<file path="src/rtl/pipe_out_fifo.sv">
// Output FIFO behind a pipeline stage: first-word fall-through storage with
// a saturating sum of accepted samples and drop statistics for overruns.
// DEPTH must be a power of two between 2 and 16 so pointers wrap naturally.
module pipe_out_fifo #(
  parameter int W     = 4,
  parameter int DEPTH = 4
) (
  input  logic                     clk,
  input  logic                     rst,
  input  logic                     in_valid,
  input  logic [W-1:0]             in_data,
  output logic                     in_ready,
  output logic                     out_valid,
  output logic [W-1:0]             out_data,
  input  logic                     out_ready,
  output logic [$clog2(DEPTH):0]   count,
  output logic [7:0]               sum,
  output logic [3:0]               drop_cnt,
  output logic                     ovf,
  input  logic                     clr_stats
);

  localparam int AW = $clog2(DEPTH);
  // Wide enough that sum + sample never overflows before the saturation test.
  localparam int SW = ((W > 8) ? W : 8) + 1;
  localparam logic [AW:0]   CNT_FULL = (AW+1)'(DEPTH);
  localparam logic [SW-1:0] SUM_MAX  = SW'(255);

  logic [W-1:0]  mem [DEPTH];
  logic [AW-1:0] wr_ptr;
  logic [AW-1:0] rd_ptr;
  logic          push;
  logic          pop;
  logic          drop;
  logic [SW-1:0] sum_wide;
  logic [7:0]    sum_sat;

  // Handshake decode; in_ready deliberately ignores out_ready so a full FIFO
  // drops even when it pops in the same cycle.
  always_comb begin
    in_ready  = (count < CNT_FULL);
    out_valid = (count != '0);
    push      = in_valid && in_ready;
    pop       = out_valid && out_ready;
    drop      = in_valid && !in_ready;
    out_data  = mem[rd_ptr];
    sum_wide  = SW'(sum) + SW'(in_data);
    sum_sat   = (sum_wide > SUM_MAX) ? 8'hFF : sum_wide[7:0];
  end

  // Storage array; contents need no reset because count gates visibility.
  always_ff @(posedge clk) begin
    if (push) begin
      mem[wr_ptr] <= in_data;
    end
  end

  // Pointers and occupancy.
  always_ff @(posedge clk or posedge rst) begin
    if (rst) begin
      wr_ptr <= '0;
      rd_ptr <= '0;
      count  <= '0;
    end else begin
      if (push) wr_ptr <= wr_ptr + AW'(1);
      if (pop)  rd_ptr <= rd_ptr + AW'(1);
      case ({push, pop})
        2'b10:   count <= count + (AW+1)'(1);
        2'b01:   count <= count - (AW+1)'(1);
        default: count <= count;
      endcase
    end
  end

  // Statistics; a clear wins over any same-cycle accumulate or drop.
  always_ff @(posedge clk or posedge rst) begin
    if (rst) begin
      sum      <= '0;
      drop_cnt <= '0;
      ovf      <= 1'b0;
    end else if (clr_stats) begin
      sum      <= '0;
      drop_cnt <= '0;
      ovf      <= 1'b0;
    end else begin
      if (push) sum <= sum_sat;
      if (drop) begin
        ovf <= 1'b1;
        if (drop_cnt != 4'hF) drop_cnt <= drop_cnt + 4'd1;
      end
    end
  end

endmodule

</file>
<file path="config.mk">
export PLATFORM = sky130hd
export DESIGN_NAME = pipe_out_fifo
export DESIGN_NICKNAME = d
export VERILOG_FILES = /design/src/rtl/pipe_out_fifo.sv
export SDC_FILE = /design/constraint.sdc
export NUM_CORES = 1
export LEC_CHECK = 0
export BUFFER_PORTS_ARGS = -buffer_cell sky130_fd_sc_hd__buf_2
export CAP_MARGIN = 25
export CORE_MARGIN = 2
export CORE_UTILIZATION = 30
export DETAILED_ROUTE_END_ITERATION = 10
export GPL_TIMING_DRIVEN = 1
export PLACE_DENSITY = 0.56
export SETUP_SLACK_MARGIN = 0.05
export SLEW_MARGIN = 20
export SYNTH_ARGS = -nofsm -noshare
export SYNTH_HDL_FRONTEND = slang
export SYNTH_SLANG_ARGS = --single-unit
</file>
<file path="constraint.sdc">
create_clock -name clk -period 3.3 [get_ports clk]
set_clock_uncertainty 0.05 [all_clocks]
set_input_delay 0.33 -clock clk [delete_from_list [all_inputs] [get_ports clk]]
set_output_delay 0.33 -clock clk [all_outputs]
set_load 0.005 [all_outputs]
</file>
==> results_dict.tcl <==
set metrics [dict create \
    cp_top_family "simple AND/OR/NAND/NOR gates" \
    leakagePower_nw 0.923 \
    yosysWarnings 0 \
    die-area_um2 6680 \
    rsz0062_at_grt "no" \
    synth.avg_cell_area_um2 12.8 \
    path_cells "or3_1, and2_1, ha_1, inv_1, fa_1, xor2_1, nor2_1, xnor2_1" \
    synth_top_area_share 0.276 \
    nFillCells 598 \
    routedWlPerCell_um 13.9 \
    slowest_delay_ns 0.51 \
    drtPass1Iterations 4 \
    die_height_um 81.7 \
    gp_congestion 0.742 \
    syn_area_um2 1810 \
    die_w_um 81.7 \
    rrSetupSlack_ns 1.22 \
    endpoint_kind "flip-flop" \
    drv_cap 0 \
    synthesis.nets 163 \
    ys_types 38 \
    postCtsHoldBufs 0 \
    yosysSeqAreaShare 0.541 \
    grt_overflow 0 \
    power_density_nw_per_um2 701 \
    worstSkewPairLatency_ns 0.30 \
    htreeDepth 2 \
    route.detailed.drc 0 \
    ctsLongestPathBuffers 2 \
    grt_antenna_before_repair 0 \
    setup_viol 0 \
    vias 1170 \
    first_iter_violations 50 \
    portBuffers 30 \
    grt_use_total 0.117 \
    final.period_utilization 0.630 \
    finalHoldViolations 0 \
    initial_core_util 0.308 \
    grt_max_degree 21 \
    wl_um 3480 \
    cts_tree "done" \
    fmax_ghz 0.481 \
    postRouteAntennaNets 0 \
    final_util 0.359 \
    syn-instance-count 142 \
    crit_type "reg -> reg" \
    critPathArrivalTime_ns 2.21 \
    cp.required_ns 3.43 \
    rows 28 \
    diodes 0 \
    cts_root_buf "clkbuf_8" \
    cts_setup_buffers 0 \
    cts.sinks 36 \
    final_area_um2 2110 \
    p_comb_frac 0.334 \
    grt_pass1_vias 1156 \
    multiInputGateArea_um2 748 \
    hpwl_um 2580 \
    grt_first_pass_wirelength_um 5660 \
    placed_cell_area_um2 2030 \
    crit_buf_inv 1 \
    yosys-top-cells-area "dfrtp_1 (28%), edfxtp_1 (27%), ha_1 (6.9%), mux4_2 (5.0%), nor2_1 (2.9%)" \
    sequentialPowerShare 0.453 \
    post-route-min-period_ns 2.08 \
    drive_gt1_frac 0.280 \
    slew_violations 0 \
    crit_path_start_kind "flip-flop" \
    crit_slowest_cell "dfrtp_1" \
    seqCellArea_um2 981 \
    core_area_um2 5890 \
    dp.cells 242 \
    p_clk_frac 0.214 \
    io_pins 31 \
    cts_inserted_buffers 5 \
    cts_resized 0 \
    yosys_register_bits 36 \
    ir_drop_v 0.000276 \
    slew_headroom 0.472 \
    switching_share 0.346 \
    area_growth_pct 16.6 \
    path_clk_slew_ns 0.08 \
    worstMarginPinSlew_ns 0.791 \
    switchingPower_mw 0.513 \
    outcome "completed" \
    hold_class "in -> async" \
    finalNonFillerCells 250 \
    via_per_inst 4.68 \
    setup_tns_ns 0 \
    crit_fanout 12 \
    layout.nets 195 \
    internal_power_mw 0.968 \
    synth_top_cell_by_area "dfrtp_1" \
]
==> layout make-up <==
cell class / count / share of cell area
tap: 75 / 0.0444
inverter: 12 / 0.0213
sequential: 36 / 0.464
timing repair buffer: 31 / 0.0746
clock buffer: 5 / 0.0326
multi-input combinational: 88 / 0.354
clock inverter: 3 / 0.00888
==> state kept, by name, summed over array words and instances (netlist names) <==
name and count:
drop_cnt 4, rd_ptr 2, ovf 1, sum 8, wr_ptr 2, mem 16, count 3
==> Yosys cell counts <==
| master | instances |
|---|---|
| mux2i_1 | 1 |
| and3_1 | 2 |
| mux4_2 | 4 |
| buf_6 | 1 |
| a21oi_1 | 5 |
| buf_2 | 3 |
| nand2b_2 | 1 |
| clkbuf_1 | 1 |
| nand4b_1 | 1 |
| o21bai_1 | 1 |
| a21oi_4 | 1 |
| a211oi_1 | 2 |
| nor3_1 | 2 |
| fa_1 | 2 |
| nand3b_1 | 1 |
| buf_4 | 1 |
| o21ai_0 | 2 |
| and2_1 | 6 |
| a311oi_1 | 4 |
| dfrtp_1 | 20 |
| xor2_1 | 5 |
| nand3_4 | 1 |
| ha_1 | 10 |
| nor2_1 | 14 |
| nand4_1 | 1 |
| a31oi_1 | 2 |
| edfxtp_1 | 16 |
| nand3_1 | 4 |
| or3_1 | 1 |
| nand2_1 | 4 |
| and4b_1 | 1 |
| xnor2_1 | 5 |
| nand4b_4 | 1 |
| o211ai_2 | 1 |
| a41o_2 | 1 |
| nor2b_1 | 1 |
| nor3b_1 | 1 |
| inv_1 | 12 |
==> stage by stage <==
stage	hold slack, ns	setup WS (ns)	total power, mW
after CTS	0.160	1.20	1.50
after global placement	0.440	1.23	1.17
after detailed placement	0.438	1.19	1.19
after global routing	0.195	1.07	1.61
after floorplan	0.244	1.39	1.04
final	0.113	1.22	1.48
==> cell usage in the layout, fill, tap and decap left out, drive strengths merged, types with 5 or more instances in the layout <==
cell	count
clkbuf	5
ha	10
nor2	14
xnor2	5
inv	12
buf	31
edfxtp	16
a21oi	6
xor2	5
dfrtp	20
nand3	5
and2	6
==> power groups by stage <==
stage          clock network, mW  registers [mW]  logic, mW
3_5_place_dp                   0           0.681      0.505
3_3_place_gp                   0           0.677      0.495
2_1_floorplan                  0           0.634      0.401
4_1_cts                    0.324           0.674      0.506
6_report                   0.316           0.670      0.494
5_1_grt                    0.343           0.690      0.574
==> layer usage <==
layer / GRT usage / routed length, µm / vias to the layer above
met3: 0.0319 / 171 / 5
met5: 0 / 0 / -
met2: 0.186 / 1700 / 26
met1: 0.147 / 1560 / 572
li1: - / - / 567
met4: 0.0550 / 51 / 0
==> final timing paths <==
path,start,endpoint,cells past startpoint
setup reg to reg,count[2]$_DFFE_PP0P_,count[2]$_DFFE_PP0P_,8
setup / recovery,count[2]$_DFFE_PP0P_,count[2]$_DFFE_PP0P_,8
hold / removal,rst,sum[1]$_DFFE_PP0P_,2
hold reg to reg,count[0]$_DFFE_PP0P_,count[0]$_DFFE_PP0P_,1
min in group clk,in_data[0],mem[2][0]$_DFFE_PP_,1
max in group asynchronous,rst,drop_cnt[3]$_DFFE_PP0P_,2
==> kinds of logic after synthesis <==
family | Yosys count | synth area share
multiplexers | 5 | 0.0553
flip-flops | 36 | 0.541
AND/OR/NAND/NOR | 42 | 0.138
buffers and inverters | 18 | 0.0456
XOR/XNOR | 10 | 0.0483
adder cells (fa/ha/maj) | 12 | 0.0912
AO/OA/AOI/OAI | 19 | 0.0801
(Power assumes the default switching activity.)
